`config.mk`:
```
export PLATFORM = sky130hd
export DESIGN_NAME = pong_draw_control
export DESIGN_NICKNAME = d
export VERILOG_FILES = /design/src/rtl/pong_pkg.sv /design/src/rtl/pong_draw_control_watchdog.sv /design/src/rtl/pong_draw_control.sv
export SDC_FILE = /design/constraint.sdc
export NUM_CORES = 1
export LEC_CHECK = 0
export ABC_AREA = 0
export CORE_MARGIN = 2
export CORE_UTILIZATION = 48
export CTS_CLUSTER_DIAMETER = 30
export DETAILED_ROUTE_END_ITERATION = 10
export PLACE_DENSITY_LB_ADDON = 0.05
export SLEW_MARGIN = 30
export SYNTH_ARGS = -nofsm -noshare
export SYNTH_HDL_FRONTEND = slang
export SYNTH_SLANG_ARGS = --single-unit
```
`constraint.sdc`:
```
create_clock -name clock -period 2.5 [get_ports clock]
set_input_delay 0.5 -clock clock [delete_from_list [all_inputs] [get_ports clock]]
set_output_delay 0.5 -clock clock [all_outputs]
set_load 0.05 [all_outputs]
```
`src/rtl/pong_pkg.sv`:
```
// Shared states, select codes and helpers for the Pong draw controller.
package pong_pkg;

    typedef enum logic [3:0] {
        S_IDLE,
        S_LOAD,
        S_DRAW_B,
        S_DRAW_P1,
        S_DRAW_P2,
        S_WAIT,
        S_ERASE_B,
        S_ERASE_P1,
        S_ERASE_P2,
        S_MOVE
    } state_t;

    localparam logic [1:0] SEL_BALL = 2'd0;
    localparam logic [1:0] SEL_P1   = 2'd1;
    localparam logic [1:0] SEL_P2   = 2'd2;
    localparam logic [1:0] SEL_NONE = 2'd3;

    localparam logic COL_DRAW  = 1'b0;
    localparam logic COL_ERASE = 1'b1;

    function automatic logic is_shape(input state_t s);
        return (s == S_DRAW_B)  || (s == S_DRAW_P1)  || (s == S_DRAW_P2) ||
               (s == S_ERASE_B) || (s == S_ERASE_P1) || (s == S_ERASE_P2);
    endfunction

endpackage

```
`src/rtl/pong_draw_control_watchdog.sv`:
```
// Per-shape cycle budget: expires on the last allowed cycle of a state.
module pong_watchdog #(
    parameter int WATCHDOG_CYCLES = 1024
) (
    input  logic clock,
    input  logic resetn,
    input  logic clear,
    input  logic enable,
    output logic expire
);

    localparam int CW = (WATCHDOG_CYCLES > 1) ? $clog2(WATCHDOG_CYCLES) : 1;
    localparam logic [CW-1:0] LAST = CW'(WATCHDOG_CYCLES - 1);

    logic [CW-1:0] r_count;

    always_ff @(posedge clock) begin
        if (!resetn || clear)
            r_count <= '0;
        else if (enable)
            r_count <= r_count + CW'(1);
    end

    assign expire = enable && (r_count == LAST);

endmodule

```
`src/rtl/pong_draw_control.sv`:
```
// Sequencer for load/draw/wait/erase/move of the ball and both paddles.
module pong_draw_control
    import pong_pkg::*;
#(
    parameter int WATCHDOG_CYCLES = 1024,
    parameter int FRAME_W         = 16
) (
    input  logic               clock,
    input  logic               resetn,
    input  logic               go,
    input  logic               pause,
    input  logic               fin_DE,
    input  logic               fin_Wait,
    output logic [1:0]         sel_out,
    output logic               sel_col,
    output logic               ld_val,
    output logic               en_delayCounter,
    output logic               en_shape,
    output logic               plot,
    output logic               move,
    output logic [FRAME_W-1:0] frame_count,
    output logic               busy,
    output logic               timeout_err
);

    state_t             r_state;
    state_t             w_next;
    logic               w_shape;
    logic               w_expire;
    logic               w_adv;
    logic               w_wd_clr;
    logic [FRAME_W-1:0] r_frame;
    logic               r_timeout;

    assign w_shape  = is_shape(r_state);
    assign w_adv    = fin_DE || w_expire;
    assign w_wd_clr = (w_next != r_state) || !w_shape;

    pong_watchdog #(
        .WATCHDOG_CYCLES(WATCHDOG_CYCLES)
    ) u_wd (
        .clock (clock),
        .resetn(resetn),
        .clear (w_wd_clr),
        .enable(w_shape),
        .expire(w_expire)
    );

    always_comb begin
        w_next = r_state;
        unique case (r_state)
            S_IDLE:     if (go) w_next = S_LOAD;
            S_LOAD:     w_next = S_DRAW_B;
            S_DRAW_B:   if (w_adv) w_next = S_DRAW_P1;
            S_DRAW_P1:  if (w_adv) w_next = S_DRAW_P2;
            S_DRAW_P2:  if (w_adv) w_next = S_WAIT;
            // pause wins over a simultaneous fin_Wait
            S_WAIT:     if (fin_Wait && !pause) w_next = S_ERASE_B;
            S_ERASE_B:  if (w_adv) w_next = S_ERASE_P1;
            S_ERASE_P1: if (w_adv) w_next = S_ERASE_P2;
            S_ERASE_P2: if (w_adv) w_next = S_MOVE;
            S_MOVE:     w_next = S_DRAW_B;
            default:    w_next = S_IDLE;
        endcase
    end

    always_ff @(posedge clock) begin
        if (!resetn) begin
            r_state   <= S_IDLE;
            r_frame   <= '0;
            r_timeout <= 1'b0;
        end else begin
            r_state <= w_next;
            if (r_state == S_MOVE)
                r_frame <= r_frame + FRAME_W'(1);
            if (w_expire && !fin_DE)
                r_timeout <= 1'b1;
        end
    end

    always_comb begin
        sel_out         = SEL_NONE;
        sel_col         = COL_DRAW;
        ld_val          = 1'b0;
        en_delayCounter = 1'b0;
        en_shape        = 1'b0;
        plot            = 1'b0;
        move            = 1'b0;
        unique case (r_state)
            S_LOAD:     ld_val = 1'b1;
            S_DRAW_B:   begin sel_out = SEL_BALL; plot = 1'b1; en_shape = 1'b1; end
            S_DRAW_P1:  begin sel_out = SEL_P1;   plot = 1'b1; en_shape = 1'b1; end
            S_DRAW_P2:  begin sel_out = SEL_P2;   plot = 1'b1; en_shape = 1'b1; end
            S_WAIT:     en_delayCounter = !pause;
            S_ERASE_B:  begin
                sel_out = SEL_BALL; sel_col = COL_ERASE; plot = 1'b1; en_shape = 1'b1;
            end
            S_ERASE_P1: begin
                sel_out = SEL_P1; sel_col = COL_ERASE; plot = 1'b1; en_shape = 1'b1;
            end
            S_ERASE_P2: begin
                sel_out = SEL_P2; sel_col = COL_ERASE; plot = 1'b1; en_shape = 1'b1;
            end
            S_MOVE:     move = 1'b1;
            default:    ;
        endcase
    end

    assign frame_count = r_frame;
    assign busy        = (r_state != S_IDLE);
    assign timeout_err = r_timeout;

endmodule

```
==> metrics.csv, run 1 <==
metric,value,unit
powerDensity,496.6,mW/mm2
ir_drop,270.4,uV
worstPathRequired,2000,ps
met2_length,1758,um
drt-met1-wl,1871,um
clkTransAtPathRegs,100,ps
ys_types,44,
multi_input_area,987.2,um2
synthesis.area,0.001669,mm2
grt_antenna_before_repair,0,
synthArstFlopShare,0,%
initial_utilization,50.02,%
critical_path.cell_chain,buf_4 > nor3b_4 > nor3_4 > inv_1 > buf_12,
yosysWarnings,0,
cts_root_buffer,clkbuf_4,
worst_slew_pin_slew,598.2,ps
nets,231,
grt_max_degree,19,
antenna_left,0,
grt_first_pass_wirelength,6658,um
tritoncts,built,
core_area,0.003337,mm2
n_antenna_cell,0,
gp_congestion,0.8068,
fmax,431.0,MHz
grt_use_total,20.87,%
wl_met3,229,um
yosysMostFrequentCell,dfxtp_1,
synth_area_leader_cell,dfxtp_1,
num_rows,21,
postCtsHoldBufs,0,
clkLatencyLatePin,330,ps
wirelength,3913,um
register_area,620.6,um2
grt_overflow_total,0,
synth.avg_cell_area,8.926,um2
stdcell_area,0.002150,mm2
hp-class,reg -> reg,
period_share,92.81,%
wl_per_cell,14.49,um
worstPathMaxFanout,10,
die_w,62.97,um
hold_viol_final,0,
tns,0,ps
via_per_inst,5.867,
dr.pass1.iters,4,
drcViolationCount,0,
ys_ff_latch,31,
synth_top_area_share,37.18,%
maxSlewHeadroom,60.05,%
max_stage_delay,530,ps
port_buffers,31,
rsz0062_at_grt,false,
htree_levels,2,
first_iter_violations,93,
path_delay_family,buffers and inverters,
p_leak,0.0008411,uW
netlist_top_cells_count,"31 x dfxtp_1, 11 x nor2_1, 10 x and3_1, 10 x nand3_1",
cts_inserted_buffers,5,
fill_cells,287,
synthFlopType,dfxtp_1,
cts_sinks,31,
synth_nets,195,
dp_hpwl,2817,um
drv_cap,0,
synth_edf_count,0,
area_growth,28.79,%
synthTopCellsByArea,"dfxtp_1 37%, and3_1 3.7%, xor2_1 3.7%, o31ai_1 3.1%, xnor2_1 3.1%",
layout-drive-gt1-share,12.50,%
clock_skew,8.868,ps
setup_violations,0,
path_buf_inv,3,
vias,1584,
slew_violations,0,
grt_pass1_vias,1457,
end_kind,output port,
cpMaxStageDelayCell,dfxtp_1,
die_area,0.003965,mm2
arrival,1820,ps
yosysSeqAreaShare,37.18,%
fp.dieH,62.97,um
status,finished clean,
startpoint_type,flip-flop,
path_class,reg -> out,
period_needed,2320,ps
top_layer_used,met4,
place_area,0.002061,mm2
postSynthCellCount,187,
post_cts_buffers,0,
pin_count,32,
clockBufferDepth,2,
==> state kept, by name, summed over array words and instances (netlist names) <==
register and flops:
u_wd.r_count 10, r_state 4, timeout_err 1, frame_count 16
==> logic make-up (layout without fill, tap and decap cells) <==
kind of cell             Yosys count  count (layout)  share of synthesized area (%)
AO/OA/AOI/OAI                     40              40                          17.47
XOR/XNOR                          13              13                          6.822
adder cells (fa/ha/maj)            2               2                          1.499
buffers and inverters             14              51                          4.573
flip-flops                        31              31                          37.18
multiplexers                       4               4                          2.399
AND/OR/NAND/NOR                   83              83                          30.06
==> timing repair <==
item / in CTS / in global routing
gates cloned: 0 / 0
endpoints found under the setup margin: 2 / 2
resized for setup: 2 / 3
hold endpoints to repair: 0 / 0
==> area by class of cell <==
cell class / count / share of cell area (%)
clock inverter: 1 / 0.3492
tap: 46 / 2.678
timing repair buffer: 37 / 18.10
inverter: 6 / 1.048
sequential: 31 / 28.87
multi-input combinational: 142 / 45.93
clock buffer: 7 / 3.027
==> where the power goes <==
group / switching [uW] / internal, uW / total [uW] / leakage, uW
Clock: 181 / 164 / 345 / 0.0000375
Combinational: 133 / 79.8 / 213 / 0.000553
Sequential: 9.51 / 500 / 509 / 0.000250
Total: 324 / 744 / 1070 / 0.000841
==> routing by layer <==
layer / vias up / global-route usage, %
met4: 0 / 5.833
met2: 55 / 33.51
li1: 766 / -
met5: - / 0
met3: 6 / 5.586
met1: 757 / 27.47
==> stage by stage <==
stage          power (uW)  util [%]  worst slack, ps  hold WS, ps  instances
3_5_place_dp        731.2     61.75            330.9        468.4        262
5_1_grt              1117     64.42            46.06        502.9        270
2_1_floorplan       657.2         -            138.4        511.2        187
6_report             1067     64.42            179.8        479.0        270
4_1_cts              1075     63.97            14.22        486.9        270
3_3_place_gp        727.9     61.75            363.1        446.1        262
==> final timing paths <==
path,depth (start not counted),endpoint,slack (ps),startpoint
worst max-delay path,5,plot,180,r_state[3]$_SDFF_PN0_
worst min-delay path,1,timeout_err$_SDFFE_PN0P_,480,timeout_err$_SDFFE_PN0P_
worst max register to register,5,frame_count[15]$_SDFFE_PN0P_,440,r_state[3]$_SDFF_PN0_
worst min register to register,1,timeout_err$_SDFFE_PN0P_,480,timeout_err$_SDFFE_PN0P_
==> layout by cell type, fill, tap and decap left out, drive strengths merged, types with 2 or more instances in the layout <==
master,synthesis,final
dfxtp,31,31
clkdlybuf4s50,0,22
buf,7,13
nor2,12,12
nand3,10,10
and3,10,10
nand2,9,9
a21oi,9,9
nor3,9,9
o31ai,7,7
xor2,7,7
clkbuf,1,7
nand4,6,6
xnor2,6,6
inv,5,5
o21a,5,5
or4,5,5
o21ai,5,5
or3,5,5
mux2i,4,4
and4,4,4
nand2b,3,3
o211a,3,3
o311ai,3,3
nor2b,3,3
o31a,2,2
ha,2,2
nor3b,2,2
Note: power is estimated with default switching activity, not from simulation.
==> run 2, diff against run 1 <==
Settings changed: CAP_MARGIN from default to 0.
Clock period 2.5 ns to 2.6 ns, I/O delays scaled along.
==> run 2 against run 1 <==
Cell area is 2.3% lower. Combinational power down 10%. Sequential power shrank 3%. Count of clock-buffer cells in the layout is the same. Core utilization down 1.5 points. Critical endpoint unchanged. Clock power fell by 4%. Critical path type unchanged. Highest routed layer unchanged.
==> metrics.csv, run 2 (same netlist as run 1, synthesis figures left out) <==
metric,value,unit
grt_max_degree,19,
final_cell_mix,"31 x dfxtp_1, 22 x clkdlybuf4s50_1, 11 x nor2_1, 10 x nand3_1, 10 x and3_1",
slew_violations,0,
final_common_cell,dfxtp_1,
die_area,0.003965,mm2
postCtsHoldBufs,0,
tns,0,ps
grt_overflow_total,0,
worst_slew_pin_slew,573.2,ps
critPathCapture,plot,
period_share,93.42,%
wirelength,3792,um
startpoint_type,flip-flop,
grt_first_pass_wirelength,6168,um
hp-class,reg -> reg,
gp_congestion,0.7880,
cts_inserted_buffers,5,
num_rows,21,
power_frac_seq,48.7,%
cts_root_buffer,clkbuf_4,
swShare,30.23,%
arrival,1910,ps
clkLatencyLatePin,340,ps
power.switching,307.8,uW
path_class,reg -> out,
port_buffers,31,
maxSlewHeadroom,61.72,%
initial_utilization,50.02,%
vias,1505,
dp_hpwl,2731,um
clock_skew,12.73,ps
pin_count,32,
grt_antenna_before_repair,0,
post_cts_buffers,0,
r2r_start,r_state[3]$_SDFF_PN0_,
tritoncts,built,
worstPathMaxFanout,10,
powerDensity,484.7,mW/mm2
hold_viol_final,0,
p_comb_share,18.8,%
antenna_left,0,
layout-drive-gt1-share,10.86,%
period_needed,2429,ps
clockBufferDepth,2,
fp.dieH,62.97,um
clkTransAtPathRegs,90,ps
end_kind,output port,
n_antenna_cell,0,
worstPathRequired,2080,ps
status,finished clean,
die_w,62.97,um
dr.pass1.iters,5,
drcViolationCount,0,
largest_register_ffs,16,
setup_violations,0,
cts_sinks,31,
fmax,411.7,MHz
fill_cells,307,
rsz0062_at_grt,false,
power.internal,710.4,uW
htree_levels,2,
nets,228,
grt_use_total,19.46,%
grt_pass1_vias,1345,
holdWs,480.9,ps
clock_power_share,32.5,%
drv_cap,0,
wl_per_cell,14.20,um
startpoint,r_state[3]$_SDFF_PN0_,
first_iter_violations,77,
core_area,0.003337,mm2
reg2regPathDepth,5,
p_leak,0.0008416,uW
area_growth,25.86,%
ir_drop,221.0,uV
via_per_inst,5.637,
rrSetupSlack,510,ps
worstReg2RegEnd,frame_count[15]$_SDFFE_PN0P_,
## run 2: worst max-delay path, cell delays in order (launching register included)
cell     delay, ps
dfxtp_1        540
nor4b_4        540
nor3_4         140
inv_1          190
buf_12         160
## run 2: power groups by stage
stage | clock network, uW | logic, uW | registers, uW
3_3_place_gp | 0 | 188 | 506
6_report | 331 | 191 | 496
3_5_place_dp | 0 | 190 | 507
5_1_grt | 366 | 202 | 498
2_1_floorplan | 0 | 137 | 495
4_1_cts | 340 | 189 | 496
## run 2: routing by layer
layer / wire, um / GRT usage [%] / vias up
met3: 175 / 5.405 / 7
li1: - / - / 763
met2: 1706 / 29.26 / 35
met1: 1849 / 26.72 / 700
met4: 61 / 6.667 / 0
met5: 0 / 0 / -
## run 2: final cells by class
cell class | count | area, um2 | share of cell area (%)
Timing Repair Buffer | 34 | 346.6 | 16.50
Clock inverter | 1 | 7.507 | 0.3574
Clock buffer | 7 | 65.06 | 3.097
Multi-Input combinational cell | 142 | 980.9 | 46.69
Sequential cell | 31 | 620.6 | 29.54
Inverter | 6 | 22.52 | 1.072
Tap cell | 46 | 57.56 | 2.740
## run 2: how the worst min path moves through the flow
stage	cells past startpoint	startpoint	to	slack, ps
finish	1	timeout_err$_SDFFE_PN0P_	timeout_err$_SDFFE_PN0P_	480
global route	1	timeout_err$_SDFFE_PN0P_	timeout_err$_SDFFE_PN0P_	510
CTS	1	timeout_err$_SDFFE_PN0P_	timeout_err$_SDFFE_PN0P_	490
detailed placement	1	timeout_err$_SDFFE_PN0P_	timeout_err$_SDFFE_PN0P_	460
global placement	1	timeout_err$_SDFFE_PN0P_	timeout_err$_SDFFE_PN0P_	450
floorplan	1	u_wd.r_count[0]$_SDFFE_PP0P_	u_wd.r_count[0]$_SDFFE_PP0P_	510
## run 2: stage by stage
step	power, uW	std cells	util, %	worst slack (ps)	instance area, um2
floorplan	631.9	187	-	218.4	1669
global placement	693.7	259	60.40	300.5	2016
detailed placement	696.5	259	60.40	249.7	2016
CTS	1026	267	62.62	3.861	2090
global route	1065	267	62.95	71.79	2101
finish	1018	267	62.95	171.1	2101
## run 2: repair_timing
action                     CTS  global route
pin swaps                    0             0
setup endpoints to repair    1             4
cloned                       0             0
resized for setup            2             3
